$ cat config.mk
export PLATFORM = sky130hd
export DESIGN_NAME = imem_uart_loader
export DESIGN_NICKNAME = d
export VERILOG_FILES = /design/src/rtl/imem_uart_loader.sv
export SDC_FILE = /design/constraint.sdc
export NUM_CORES = 1
export LEC_CHECK = 0
export ABC_CLOCK_PERIOD_IN_PS = 2700
export CAP_MARGIN = 30
export CORE_UTILIZATION = 32
export CTS_BUF_LIST = sky130_fd_sc_hd__clkbuf_8
export DETAILED_ROUTE_END_ITERATION = 7
export SYNTH_ARGS = -nofsm -noshare
export SYNTH_HDL_FRONTEND = slang
export SYNTH_SLANG_ARGS = --single-unit
$ cat constraint.sdc
create_clock -name clk -period 2.7 [get_ports clk]
set_input_delay 0.27 -clock clk [delete_from_list [all_inputs] [get_ports clk]]
set_output_delay 0.27 -clock clk [all_outputs]
set_load 0.005 [all_outputs]
$ cat src/rtl/imem_uart_loader.sv
// Boot-time loader: receives a little-endian program image over UART and writes it word by word into instruction RAM.
// Optional feature: define IMEM_LOADER_CHKSUM_EN to build the running byte checksum on load_chksum.
module imem_uart_loader #(
  parameter int CLK_FREQ   = 100000000,
  parameter int BAUD       = 115200,
  parameter int ADDR_WIDTH = 16
) (
  input  logic                  clk,
  input  logic                  reset,
  input  logic                  load_imem,
  input  logic                  uart_rxd,
  output logic                  imem_wr,
  output logic [ADDR_WIDTH-3:0] imem_addr,
  output logic [31:0]           imem_wdata,
  output logic [3:0]            imem_byte_en,
  output logic                  cpu_hold,
  output logic                  load_done,
  output logic                  frame_err,
  output logic                  overflow,
  output logic [7:0]            load_chksum
);

  localparam int CLKS_PER_BIT = CLK_FREQ / BAUD;
  localparam int HALF_BIT     = CLKS_PER_BIT / 2;
  localparam int CNT_W        = $clog2(CLKS_PER_BIT);

  typedef enum logic [1:0] {RX_IDLE, RX_START, RX_DATA, RX_STOP} rx_state_t;

  // ---------------------------------------------------------------------------
  // Receiver
  // ---------------------------------------------------------------------------
  logic rx_meta, rx_sync, rx_prev;

  // NOTE: sequential state always uses non-blocking assignments so every flop samples pre-edge values.
  always_ff @(posedge clk or negedge reset) begin
    if (!reset) begin
      rx_meta <= 1'b1;
      rx_sync <= 1'b1;
      rx_prev <= 1'b1;
    end else begin
      rx_meta <= uart_rxd;
      rx_sync <= rx_meta;
      rx_prev <= rx_sync;
    end
  end

  rx_state_t        rx_state, rx_state_nxt;
  logic [CNT_W-1:0] clk_cnt, clk_cnt_nxt;
  logic [2:0]       bit_cnt, bit_cnt_nxt;
  logic [7:0]       shift_reg, shift_nxt;
  logic             byte_valid, stop_err;

  always_ff @(posedge clk or negedge reset) begin
    if (!reset) begin
      rx_state  <= RX_IDLE;
      clk_cnt   <= '0;
      bit_cnt   <= '0;
      shift_reg <= '0;
    end else begin
      rx_state  <= rx_state_nxt;
      clk_cnt   <= clk_cnt_nxt;
      bit_cnt   <= bit_cnt_nxt;
      shift_reg <= shift_nxt;
    end
  end

  // NOTE: every signal written here gets a default first, so no path can infer a latch.
  always_comb begin
    rx_state_nxt = rx_state;
    clk_cnt_nxt  = clk_cnt + 1'b1;
    bit_cnt_nxt  = bit_cnt;
    shift_nxt    = shift_reg;
    byte_valid   = 1'b0;
    stop_err     = 1'b0;
    case (rx_state)
      RX_IDLE: begin
        clk_cnt_nxt = '0;
        if (rx_prev && !rx_sync) begin
          rx_state_nxt = RX_START;
          bit_cnt_nxt  = '0;
        end
      end
      RX_START: begin
        // Mid start bit: a line already back high was only a glitch.
        if (clk_cnt == CNT_W'(HALF_BIT - 1)) begin
          clk_cnt_nxt  = '0;
          rx_state_nxt = rx_sync ? RX_IDLE : RX_DATA;
        end
      end
      RX_DATA: begin
        if (clk_cnt == CNT_W'(CLKS_PER_BIT - 1)) begin
          clk_cnt_nxt = '0;
          shift_nxt   = {rx_sync, shift_reg[7:1]};
          bit_cnt_nxt = bit_cnt + 3'd1;
          if (bit_cnt == 3'd7) rx_state_nxt = RX_STOP;
        end
      end
      RX_STOP: begin
        if (clk_cnt == CNT_W'(CLKS_PER_BIT - 1)) begin
          clk_cnt_nxt  = '0;
          rx_state_nxt = RX_IDLE;
          byte_valid   = rx_sync;
          stop_err     = !rx_sync;
        end
      end
      default: rx_state_nxt = RX_IDLE;
    endcase
  end

  // ---------------------------------------------------------------------------
  // Word packer and RAM write port
  // ---------------------------------------------------------------------------
  logic                  load_q, load_rise, load_fall, accept;
  logic [1:0]            byte_idx, idx_base;
  logic [ADDR_WIDTH-3:0] word_addr, addr_base;
  logic [31:0]           word_buf, buf_base;
  logic                  done_pending;

  assign load_rise = load_imem & ~load_q;
  assign load_fall = ~load_imem & load_q;
  assign accept    = byte_valid & load_imem;

  // A load starting in the same cycle a byte lands must see cleared packer state.
  assign idx_base  = load_rise ? '0 : byte_idx;
  assign addr_base = load_rise ? '0 : word_addr;
  assign buf_base  = load_rise ? '0 : word_buf;

  always_ff @(posedge clk or negedge reset) begin
    if (!reset) begin
      load_q       <= 1'b0;
      byte_idx     <= '0;
      word_addr    <= '0;
      word_buf     <= '0;
      done_pending <= 1'b0;
      imem_wr      <= 1'b0;
      imem_addr    <= '0;
      imem_wdata   <= '0;
      imem_byte_en <= '0;
      cpu_hold     <= 1'b0;
      load_done    <= 1'b0;
      frame_err    <= 1'b0;
      overflow     <= 1'b0;
    end else begin
      load_q    <= load_imem;
      imem_wr   <= 1'b0;
      load_done <= 1'b0;
      byte_idx  <= idx_base;
      word_addr <= addr_base;
      word_buf  <= buf_base;

      if (stop_err)       frame_err <= 1'b1;
      else if (load_rise) frame_err <= 1'b0;

      if (load_rise) overflow <= 1'b0;

      if (done_pending) begin
        done_pending <= 1'b0;
        load_done    <= 1'b1;
        cpu_hold     <= 1'b0;
      end
      if (load_rise) cpu_hold <= 1'b1;

      if (accept) begin
        byte_idx <= idx_base + 2'd1;
        if (idx_base == 2'd3) begin
          imem_wr      <= 1'b1;
          imem_addr    <= addr_base;
          imem_wdata   <= {shift_reg, buf_base[23:0]};
          imem_byte_en <= 4'hF;
          word_buf     <= '0;
          word_addr    <= addr_base + 1'b1;
          if (addr_base == '1) overflow <= 1'b1;
        end else begin
          word_buf[{idx_base, 3'b000} +: 8] <= shift_reg;
        end
      end

      // The flush write takes one cycle, so load_done is deferred behind it.
      if (load_fall) begin
        if (byte_idx != 2'd0) begin
          imem_wr      <= 1'b1;
          imem_addr    <= word_addr;
          imem_wdata   <= word_buf;
          imem_byte_en <= (4'b0001 << byte_idx) - 4'b0001;
          byte_idx     <= '0;
          word_buf     <= '0;
          done_pending <= 1'b1;
        end else begin
          load_done <= 1'b1;
          cpu_hold  <= 1'b0;
        end
      end
    end
  end

`ifdef IMEM_LOADER_CHKSUM_EN
  logic [7:0] chksum_q;

  always_ff @(posedge clk or negedge reset) begin
    if (!reset)         chksum_q <= '0;
    else if (load_rise) chksum_q <= accept ? shift_reg : 8'h00;
    else if (accept)    chksum_q <= chksum_q + shift_reg;
  end

  assign load_chksum = chksum_q;
`else
  assign load_chksum = 8'h00;
`endif

endmodule

Word-level counts from Yosys, hierarchy flattened
Cells that the tools add are included.
{"block": "totals", "out_inout_bits": 63, "elab_cells": 118, "regBits": 131, "inputBits": 4}
{"block": "op_classes", "n_eq_ne": 13, "mux": 61, "addsub": 6, "shifts": 3, "n_reduce_logical": 10, "bitwise_logic": 5}
{"cell": "32-bit 2-to-1 mux", "count": 9}
{"cell": "14-bit 2-to-1 mux", "count": 7}
{"cell": "32-bit bitwise mux", "count": 1}
{"cell": "8-bit by 7-bit variable shift with 32-bit output (first input constant)", "count": 1}
{"cell": "8-bit by 7-bit indexed part select with 32-bit output", "count": 1}
{"cell": "10-bit one-hot mux with 3 select lines", "count": 1}
{"cell": "1-bit 2-to-1 mux", "count": 23}
{"cell": "10-bit 2-to-1 mux", "count": 2}
{"cell": "2-bit 2-to-1 mux", "count": 10}
{"cell": "4-bit 2-to-1 mux", "count": 4}
{"cell": "14-bit by 1-bit adder with 14-bit output (second input constant)", "count": 1}
{"cell": "14-bit == test (second input constant)", "count": 1}
{"cell": "10-bit by 1-bit adder with 10-bit output (second input constant)", "count": 1}
{"cell": "10-bit == test (second input constant)", "count": 1}
{"cell": "10-bit by 9-bit == test with 1-bit output (second input constant)", "count": 1}
{"cell": "2-bit != test (second input constant)", "count": 5}
{"cell": "2-bit one-hot mux with 4 select lines", "count": 1}
{"cell": "5-bit negation with 7-bit output", "count": 1}
{"cell": "2-bit == test (second input constant)", "count": 3}
{"cell": "3-bit 2-to-1 mux", "count": 2}
{"cell": "3-bit one-hot mux with 2 select lines", "count": 1}
{"cell": "2-bit nonzero test", "count": 3}
{"cell": "5-bit AND reduction", "count": 1}
{"cell": "1-bit by 2-bit left shift with 4-bit output (first input constant)", "count": 1}
{"cell": "13 further kinds", "count": 16}

Depth between registers and ports, before layout
{"block": "depth", "word_depth": 10, "ltp_mapped": 11, "mapped_depth_nobuf": 8}

Worst setup path after synthesis
OpenSTA, ideal clock, no wires.
{"block": "synth_path", "kind": "reg2reg", "from": "register load_q", "to": "register word_buf[0]", "path_buffers": 1, "period_less_slack_ns": 2.185, "path_slack_ns": 0.515, "path_stages_with_launch": 8, "setup_time_ns": 0.077, "arrival_ns": 2.108, "t_required_ns": 2.623, "cell_sequence": "dfrtp_1 -> nand2b_1 -> clkbuf_1 -> nand2_1 -> ha_1 -> nor3b_1 -> nand3_1 -> a21oi_1"}
{"block": "synth_via", "elab_chain_len": 10, "word_cells_on_any_way": 14, "classes_between": "add/sub (1); eq/ne (1); shift (2); mux (7); bitwise (3)"}
{"element": "start: declaration", "line_no": "113", "rtl": "logic load_q, load_rise, load_fall, accept;"}
{"element": "start signal: assignment", "line_no": "144", "rtl": "load_q <= load_imem;"}
{"element": "1-bit NOT", "line_no": "119", "rtl": "assign load_rise = load_imem & ~load_q;"}
{"element": "1-bit bitwise AND", "line_no": "119"}
{"element": "2-bit 2-to-1 mux", "line_no": "124", "rtl": "assign idx_base = load_rise ? '0 : byte_idx;"}
{"element": "5-bit negation with 7-bit output", "line_no": "174", "rtl": "word_buf[{idx_base, 3'b000} +: 8] <= shift_reg;"}
{"element": "8-bit by 7-bit indexed part select with 32-bit output or 8-bit by 7-bit variable shift with 32-bit output (tied branches)", "line_no": "174"}
{"element": "32-bit bitwise mux", "line_no": "174"}
{"element": "32-bit 2-to-1 mux", "line_no": "165", "rtl": "if (idx_base == 2'd3) begin"}
{"element": "32-bit 2-to-1 mux", "line_no": "163", "rtl": "if (accept) begin"}
{"element": "32-bit 2-to-1 mux", "line_no": "180", "rtl": "if (byte_idx != 2'd0) begin"}
{"element": "32-bit 2-to-1 mux *", "line_no": "179", "rtl": "if (load_fall) begin"}
{"element": "end signal: assignment", "line_no": "149", "rtl": "word_buf <= buf_base;"}
{"element": "end signal: indexed assignment", "line_no": "174"}
{"element": "end: declaration", "line_no": "116", "rtl": "logic [31:0] word_buf, buf_base;"}
Mark *: on every way between the ends. The rest lies on a longest branch, timed or not.
A chain may end at the register's enable or synchronous reset.

Final worst setup path
{"block": "layout_path", "from": "register clk_cnt[2]", "to": "register shift_reg[4]"}
{"block": "layout_via", "elab_chain_len": 2}
{"element": "start: declaration", "line_no": "48", "rtl": "logic [CNT_W-1:0] clk_cnt, clk_cnt_nxt;"}
{"element": "start signal: assignment", "line_no": "61", "rtl": "clk_cnt <= clk_cnt_nxt;"}
{"element": "10-bit == test", "line_no": "91", "rtl": "if (clk_cnt == CNT_W'(CLKS_PER_BIT - 1)) begin"}
{"element": "2-bit AND reduction (no source line)"}
{"element": "end signal: assignment", "line_no": "63", "rtl": "shift_reg <= shift_nxt;"}
{"element": "end: declaration", "line_no": "50", "rtl": "logic [7:0] shift_reg, shift_nxt;"}
No other way between the ends.

==> metrics.txt <==
Final Hold Fails 0; largest fanout on the critical path 9; n_diodes 0; vias in the first global route 4068; first-pass detailed-route iteration total 4; Clock Path Buffers 2; Row Count 48; Critical Path Start clk_cnt[2]$_DFF_PN0_; Pwr Density 579 nW/um2; CTS Buf Count 17; largest registers imem_wdata: 32 flops, word_buf: 32 flops; number of gates resized after CTS 0; commonest cells in the netlist dfrtp_1 (128), nand3_1 (70), a22o_1 (38), a21oi_1 (34); WL/cell 14.9 um; CTS tree yes; GP Congestion 0.775; Worst-Margin Slew 0.550 ns; clock sinks 131; placed cell area 6480 um2; Max VDD drop 0.261 mV; switching share of total power 0.233; first-pass GRT wire length 20.5 mm; EDFF count, synth 0; Final Cycle Share 0.879; r2r setup slk 0.33 ns; M3 GR Usage 0.0338; met2 usage in global routing 0.218; DRC errors left 0; initial core utilization 0.328; Max-slew headroom 0.633; critical path arrival 2.69 ns; combinational share of power 0.047; via/cell ratio 4.92; Ys Warns 0; initial antenna violation count 0; fin. max-slew vios 0; pin count of the biggest net entering global routing 70; leading area contributor after synthesis dfrtp_1; Buffers on Ports 58; hold buffers post-CTS 1; io pins 67; sequential area share after synthesis 0.579; core box area 17300 um2; Synth async-reset ratio 1.00; post-synth top area share 0.565; fmax 421 MHz; busiest grt layer met2; endpoints failing setup 0; postcts setup bufs 0; syn avg cell area 11.1 um2; DP HPWL 8.27 mm; RSZ-0062 raised after global routing no; Critical Path RT 3.02 ns; Vias 3987; Yosys reg bits 131; clock network power share 0.440; Max Cap Viol 0; reg-to-reg startpoint clk_cnt[2]$_DFF_PN0_; startpoint class of the critical path flip-flop; Remaining Overflow, GRT 0; CP Capture Type flip-flop; Nets 588; Main synth FF type dfrtp_1; Root Driver clkbuf_8; R2R Path End shift_reg[4]$_DFFE_PN0P_; Clock transition at path regs 0.08 ns; critical path class reg -> reg; WL final 12.1 mm; Setup crit end shift_reg[4]$_DFFE_PN0P_; worst reg2reg path depth 4; global routing usage on met1 0.199; Net Sw Power 933 uW; cell count after synthesis 509; ranking of synthesized cells by area dfrtp_1 (56%), nand3_1 (6.2%), a22o_1 (5.9%), a21oi_1 (3.0%), xor2_1 (2.5%); most numerous cell in the Yosys netlist dfrtp_1; minimum clock period 2.37 ns; Clock Skews 0.00890 ns; Final ANT Viol Nets 0; DIE WIDTH 135 um; GRT Total Usage 0.143; clk_lat worst skew 0.43 ns; final instance area 6920 um2; Die Height 135 um; share of cells above drive strength 1 0.111; internal power 3070 uW; status finished clean; synthesized area 5670 um2; Leak 0.00311 uW; Synth cell types 50; DRT iter0 DRCs 285; Hold Path Class in -> reg; Seq pwr share 0.513; WHS Path Cells 1; DIE AREA 18300 um2; H-tree depth 4; area delta synth->final 22.1%; setup TNS 0 ns
[metrics by stage]
| stage | setup WS [ns] | hold slack (ns) | power, uW | cells | utilization |
|---|---|---|---|---|---|
| after floorplan | 0.515 | -0.0256 | 2200 | 516 | - |
| after global placement | 0.319 | 0.201 | 2270 | 778 | 0.375 |
| after detailed placement | 0.226 | 0.210 | 2280 | 778 | 0.375 |
| after CTS | 0.323 | 0.219 | 4060 | 811 | 0.400 |
| after global routing | 0.253 | 0.217 | 4180 | 811 | 0.400 |
| final | 0.326 | 0.249 | 4010 | 811 | 0.400 |
[per-layer routing]
metal	share of wire	wire length, um
met1	0.50	6010
met2	0.46	5530
met3	0.034	415
met4	0.011	134
met5	0	0
[cell families (layout without fill, tap and decap cells)]
logic type,Yosys count,after routing,synth area share
and+or+nand+nor,186,186,0.168
DFF,131,131,0.579
AOI/OAI and AO/OA,98,98,0.117
buffers and inverters,45,115,0.0433
xor gates and xnor gates,20,20,0.0309
muxes,17,17,0.0366
adders and majority gates,11,11,0.0243
other,1,8,0.000661
[power by group through the flow]
| stage | clock, uW | sequential (uW) | combinational, uW |
|---|---|---|---|
| after floorplan | 0 | 2080 | 119 |
| after global placement | 0 | 2090 | 181 |
| after detailed placement | 0 | 2090 | 191 |
| after CTS | 1810 | 2060 | 193 |
| after global routing | 1900 | 2060 | 219 |
| final | 1760 | 2060 | 187 |
[worst max-delay path: stages, from the launching register on]
cell and delay (ns):
dfrtp_1 0.45, or3b_4 0.46, or4_4 0.55, or2_1 0.42, mux2_4 0.37
[worst min path at each step]
stage,start,to,slack (ns)
4_1_cts,uart_rxd,rx_meta$_DFF_PN1_,0.22
3_5_place_dp,reset,imem_wdata[18]$_DFF_PN0_,0.21
5_1_grt,uart_rxd,rx_meta$_DFF_PN1_,0.22
2_1_floorplan,reset,asynchronous set/reset pin,-0.03
6_report,uart_rxd,rx_meta$_DFF_PN1_,0.25
3_3_place_gp,reset,imem_wdata[19]$_DFF_PN0_,0.20
[placed cells by master, fill, tap and decap left out, types with 11 or more instances in the layout]
cell type        count
clkbuf_8            17
nand3_1             70
xor2_1              16
nand4_1             12
and2_1              13
nand2_1             31
clkdlybuf4s50_1     57
buf_4               15
a22o_1              38
dfrtp_1            128
o21ai_1             12
nor2_1              31
a21oi_1             34
ha_1                11
[final cells by class]
type | instances | area, um2
fill | 1647 | 10400
clock inverter | 15 | 191
clock buffer | 17 | 234
multi-input combinational | 340 | 2170
tap | 225 | 282
inverter | 8 | 30.0
sequential | 131 | 3280
timing repair buffer | 75 | 733
No activity file was read; power rests on OpenSTA's default activity.
